--- src/rtl/glyph_blitter.sv ---
// Serialises a 25x25 monochrome glyph into a magnified (x, y, ink) pixel stream.
// The glyph is snapshotted on start and walked in raster order over a valid/ready handshake.
module glyph_blitter #(
  parameter int SCALE     = 1,
  parameter int COORD_W   = 10,
  parameter int INK_LEVEL = 0
) (
  input  logic               clk,
  input  logic               rst_n,
  input  logic [24:0]        ishape [0:24],
  input  logic               start,
  input  logic               abort,
  input  logic [COORD_W-1:0] org_x,
  input  logic [COORD_W-1:0] org_y,
  output logic               px_valid,
  input  logic               px_ready,
  output logic [COORD_W-1:0] px_x,
  output logic [COORD_W-1:0] px_y,
  output logic               px_ink,
  output logic               busy,
  output logic               done
);

  typedef enum logic [1:0] {
    IDLE = 2'd0,
    EMIT = 2'd1,
    FIN  = 2'd2
  } state_t;

  localparam logic [2:0] SUB_MAX = 3'(SCALE - 1);
  localparam logic [4:0] EDGE    = 5'd24;
  localparam logic       INK_BIT = (INK_LEVEL != 0);

  state_t state_reg, state_next;

  logic [24:0]        snap_reg [0:24];
  logic [COORD_W-1:0] org_x_reg;
  logic [COORD_W-1:0] x_reg;
  logic [COORD_W-1:0] y_reg;
  logic [4:0]         r_reg;
  logic [4:0]         c_reg;
  logic [2:0]         sr_reg;
  logic [2:0]         sc_reg;

  logic        launch;
  logic        xfer;
  logic        sc_wrap;
  logic        c_wrap;
  logic        sr_wrap;
  logic        r_last;
  logic        last_beat;
  logic [24:0] cur_row;
  logic [4:0]  col_bit;

  assign launch    = (state_reg == IDLE) && start;
  assign xfer      = (state_reg == EMIT) && px_ready;
  assign sc_wrap   = (sc_reg == SUB_MAX);
  assign c_wrap    = (c_reg == EDGE);
  assign sr_wrap   = (sr_reg == SUB_MAX);
  assign r_last    = (r_reg == EDGE);
  assign last_beat = r_last && sr_wrap && c_wrap && sc_wrap;

  // Bit 24 of each row is the leftmost column.
  assign cur_row = snap_reg[r_reg];
  assign col_bit = EDGE - c_reg;

  // State register
  always_ff @(posedge clk or negedge rst_n) begin
    if (!rst_n) begin
      state_reg <= IDLE;
    end else begin
      state_reg <= state_next;
    end
  end

  // Next-state logic
  always_comb begin
    state_next = state_reg;
    unique case (state_reg)
      IDLE: begin
        if (start) begin
          state_next = EMIT;
        end
      end
      EMIT: begin
        // Abort wins even over a final transfer in the same cycle.
        if (abort) begin
          state_next = IDLE;
        end else if (xfer && last_beat) begin
          state_next = FIN;
        end
      end
      FIN: begin
        state_next = IDLE;
      end
      default: begin
        state_next = IDLE;
      end
    endcase
  end

  // Output logic
  always_comb begin
    px_valid = 1'b0;
    busy     = 1'b0;
    done     = 1'b0;
    px_ink   = 1'b0;
    unique case (state_reg)
      EMIT: begin
        px_valid = 1'b1;
        busy     = 1'b1;
        px_ink   = (cur_row[col_bit] == INK_BIT);
      end
      FIN: begin
        done = 1'b1;
      end
      default: begin
      end
    endcase
  end

  // Glyph snapshot: isolates the stream from later ishape changes.
  always_ff @(posedge clk or negedge rst_n) begin
    if (!rst_n) begin
      for (int i = 0; i < 25; i++) begin
        snap_reg[i] <= '0;
      end
    end else if (launch) begin
      for (int i = 0; i < 25; i++) begin
        snap_reg[i] <= ishape[i];
      end
    end
  end

  // Raster counters. x and y are tracked incrementally so no multiply is needed:
  // x steps by one on every beat and returns to org_x at the end of each scaled line.
  always_ff @(posedge clk or negedge rst_n) begin
    if (!rst_n) begin
      org_x_reg <= '0;
      x_reg     <= '0;
      y_reg     <= '0;
      r_reg     <= '0;
      c_reg     <= '0;
      sr_reg    <= '0;
      sc_reg    <= '0;
    end else if (launch) begin
      org_x_reg <= org_x;
      x_reg     <= org_x;
      y_reg     <= org_y;
      r_reg     <= '0;
      c_reg     <= '0;
      sr_reg    <= '0;
      sc_reg    <= '0;
    end else if (xfer && !last_beat) begin
      if (!sc_wrap) begin
        sc_reg <= sc_reg + 3'd1;
        x_reg  <= x_reg + 1'b1;
      end else begin
        sc_reg <= '0;
        if (!c_wrap) begin
          c_reg <= c_reg + 5'd1;
          x_reg <= x_reg + 1'b1;
        end else begin
          c_reg <= '0;
          x_reg <= org_x_reg;
          y_reg <= y_reg + 1'b1;
          if (!sr_wrap) begin
            sr_reg <= sr_reg + 3'd1;
          end else begin
            sr_reg <= '0;
            r_reg  <= r_reg + 5'd1;
          end
        end
      end
    end
  end

  assign px_x = x_reg;
  assign px_y = y_reg;

endmodule
--- config.mk ---
export PLATFORM = sky130hd
export DESIGN_NAME = glyph_blitter
export DESIGN_NICKNAME = d
export VERILOG_FILES = /design/src/rtl/glyph_blitter.sv
export SDC_FILE = /design/constraint.sdc
export NUM_CORES = 2
export LEC_CHECK = 0
export CAP_MARGIN = 20
export CORE_UTILIZATION = 35
export CTS_BUF_LIST = sky130_fd_sc_hd__clkbuf_8 sky130_fd_sc_hd__clkbuf_16
export CTS_CLUSTER_DIAMETER = 200
export DETAILED_ROUTE_END_ITERATION = 10
export GPL_TIMING_DRIVEN = 0
export PLACE_DENSITY = 0.6
export SLEW_MARGIN = 0
export SYNTH_ARGS = -nofsm -noshare
export SYNTH_HDL_FRONTEND = slang
export SYNTH_SLANG_ARGS = --single-unit
--- constraint.sdc ---
create_clock -name clk -period 7.05 [get_ports clk]
set_input_delay 1.41 -clock clk [delete_from_list [all_inputs] [get_ports clk]]
set_output_delay 1.41 -clock clk [all_outputs]
set_load 0.005 [all_outputs]
==> results.tsv <==
metric	value	unit
met1_length	59.7	mm
layout_common_cells	1,981 x nand2_1, 673 x dfrtp_1, 672 x clkdlybuf4s50_1, 162 x clkbuf_1, 137 x mux4_2	
postRouteAntennaNets	0	
irDropWorstVdd	0.189	mV
grt_start_max_net_pins	114	
hp-class	flop to flop	
cts_hold_buf	0	
setup_ws	0.438	ns
htree_levels	3	
boundaryPins	674	
min_period	6.61	ns
cts_tree	built	
clkLatencyLatePin	0.64	ns
dpl.hpwl	114	mm
nets	4836	
synth_top_area_cell	dfrtp_1	
yosysWarnings	0	
dpl_worst_slack	1.24	ns
place_congestion	0.976	
topRoutingLayerUsed	met5	
worstPathArrival	5.20	ns
synth.net_count	4072	
antenna_found_initial	18	
worst_pin_slew	1.18	ns
fin_crit_sh	93.8	%
synth-seq-cells	673	
drive_gt1_share	7.67	%
synth_flop_cell	dfrtp_1	
grt.overflow.total	0	
start_kind	flop	
yosys.area.top_type_share	54.0	%
critPathCaptureType	primary output	
portBuffers	673	
synth_area	31200	µm²
final_util	48.0	%
synth-seq-area-share	54.0	%
fin_tns_setup	0	ns
wl_per_cell	27.3	µm
root_buffer	clkbuf_16	
synth_area_leaders	dfrtp_1 54%, nand2_1 24%, mux4_2 9.9%	
vias	29000	
outcome	completed	
critPathKind	flop to primary output	
async_flop_share	100	%
hold_viol_final	0	
critical_path.max_fanout	10	
route.met3.wl	12.9	mm
leakage	20.4	nW
die-area	90400	µm²
layout_commonest_cell	nand2_1	
dp_cells	5261	
slew-limit-headroom	21.2	%
clk_pin_slew	0.06	ns
p_total	0.0145	W
synth.distinct_cells	65	
core	88400	µm²
totalWireLength	148	mm
drc	0	
rsz0062_at_grt	false	
via_per_inst	5.35	
start_util	35.3	%
cts_buffers	77	
postCtsSetupBuffers	0	
wl_met2	68.4	mm
max_freq	0.151	GHz
slew_viol_final	0	
die_width	301	µm
final_cells	5415	
synth-edff-count	0	
largest_register_ffs	625	
grt_pass1_wl	205	mm
firstDrtPassIters	8	
cts_buffer_depth	3	
required	5.64	ns
rows	109	
chipHeight	301	µm
pwr_density_cell	342	nW/µm²
syn_inst	3412	
setup_viol	0	
grt_pass1_vias	28300	
drtIter0Drc	3160	
clock_skew	0.0211	ns
layout-area-overhead-vs-synth	35.8	%
grt.total_usage	32.4	%
clock-sinks	673	
cts.repair.resized	0	
cap_violations	0	
syn_area_per_cell	9.15	µm²
==> area by class of cell <==
class,instances,area (µm²)
diodes,12,30.0
clock inverters,45,475
well taps,1165,1460
fillers,8522,46000
repair buffers,685,7000
multi-input cells,2512,13400
plain buffers,215,950
clock buffers,96,2200
inverters,12,45.0
flip-flops and latches,673,16800
==> report_power, final <==
| group | switching, W | internal (W) |
|---|---|---|
| sequential | 0.000517 | 0.00467 |
| clock | 0.00177 | 0.00252 |
| combinational | 0.00302 | 0.00201 |
| total | 0.00531 | 0.00920 |
==> worst paths after layout <==
check                                   start       endpoint  slack, ns  cells past startpoint
max in group asynchronous               rst_n  snap_reg[380]       4.47                      4
worst max-delay path                 r_reg[1]         px_ink       0.44                     12
min in group asynchronous               rst_n  snap_reg[108]       0.67                      1
worst max register to register       r_reg[1]        px_y[9]       1.99                     13
worst min register to register  snap_reg[139]  snap_reg[139]       0.47                      2
worst min-delay path            snap_reg[139]  snap_reg[139]       0.47                      2
==> through the flow <==
| step | hold WS (ns) | instance area (µm²) |
|---|---|---|
| finish | 0.470 | 42400 |
| global route | 0.485 | 42400 |
| CTS | 0.472 | 42300 |
| detailed placement | 0.457 | 39700 |
| global placement | 0.452 | 39400 |
| floorplan | 0.437 | 31200 |
==> cell families (layout without fill, tap and decap cells) <==
| kind of cell | Yosys count | count (layout) | synth area share (%) |
|---|---|---|---|
| flops | 673 | 673 | 54.0 |
| mux | 199 | 199 | 12.3 |
| xor+xnor | 7 | 7 | 0.196 |
| other cells | 0 | 12 | 0 |
| buf+inv | 227 | 1053 | 3.17 |
| fa+ha+maj | 10 | 10 | 0.401 |
| compound gates | 184 | 184 | 3.88 |
| simple gates | 2112 | 2112 | 26.2 |
==> critical path: stages (launching register included) <==
cell and delay (ns):
dfrtp_1 0.34, buf_2 0.28, buf_2 0.43, buf_2 0.66, inv_2 0.34, buf_2 0.41
mux2i_1 0.54, mux2i_1 0.18, nor2_1 0.13, o211ai_1 0.09, a2111o_1 0.38, o211ai_2 0.16
clkdlybuf4s50_1 0.58
==> cells in the mapped netlist (3+ instances only) <==
cell         n
nand2_1   1981
dfrtp_1    673
clkbuf_1   163
mux4_2     137
mux2i_1     51
o21ai_0     42
a21oi_1     39
nor2_1      38
nand3_1     26
buf_1       19
buf_2       16
o22ai_1     16
a22oi_1     14
a221oi_1    12
nor2b_1     11
ha_1        10
inv_1       10
a31oi_1      9
a21boi_0     8
and3_1       8
nor3_1       8
o211ai_1     8
buf_4        7
buf_6        7
mux4_1       7
nand2b_1     7
nand4_1      6
a21o_1       5
and2_1       5
a221o_1      4
mux2_2       4
o31ai_1      4
or2_2        4
xnor2_1      4
o221ai_1     3
or3_1        3
xor2_1       3
==> routing by layer <==
layer / global-route usage [%] / vias up
met5: 0 / -
met4: 14.4 / 10
met3: 6.05 / 293
met2: 51.2 / 1496
met1: 43.5 / 14600
li1: - / 12600
No activity file was read; power rests on OpenSTA's default activity.
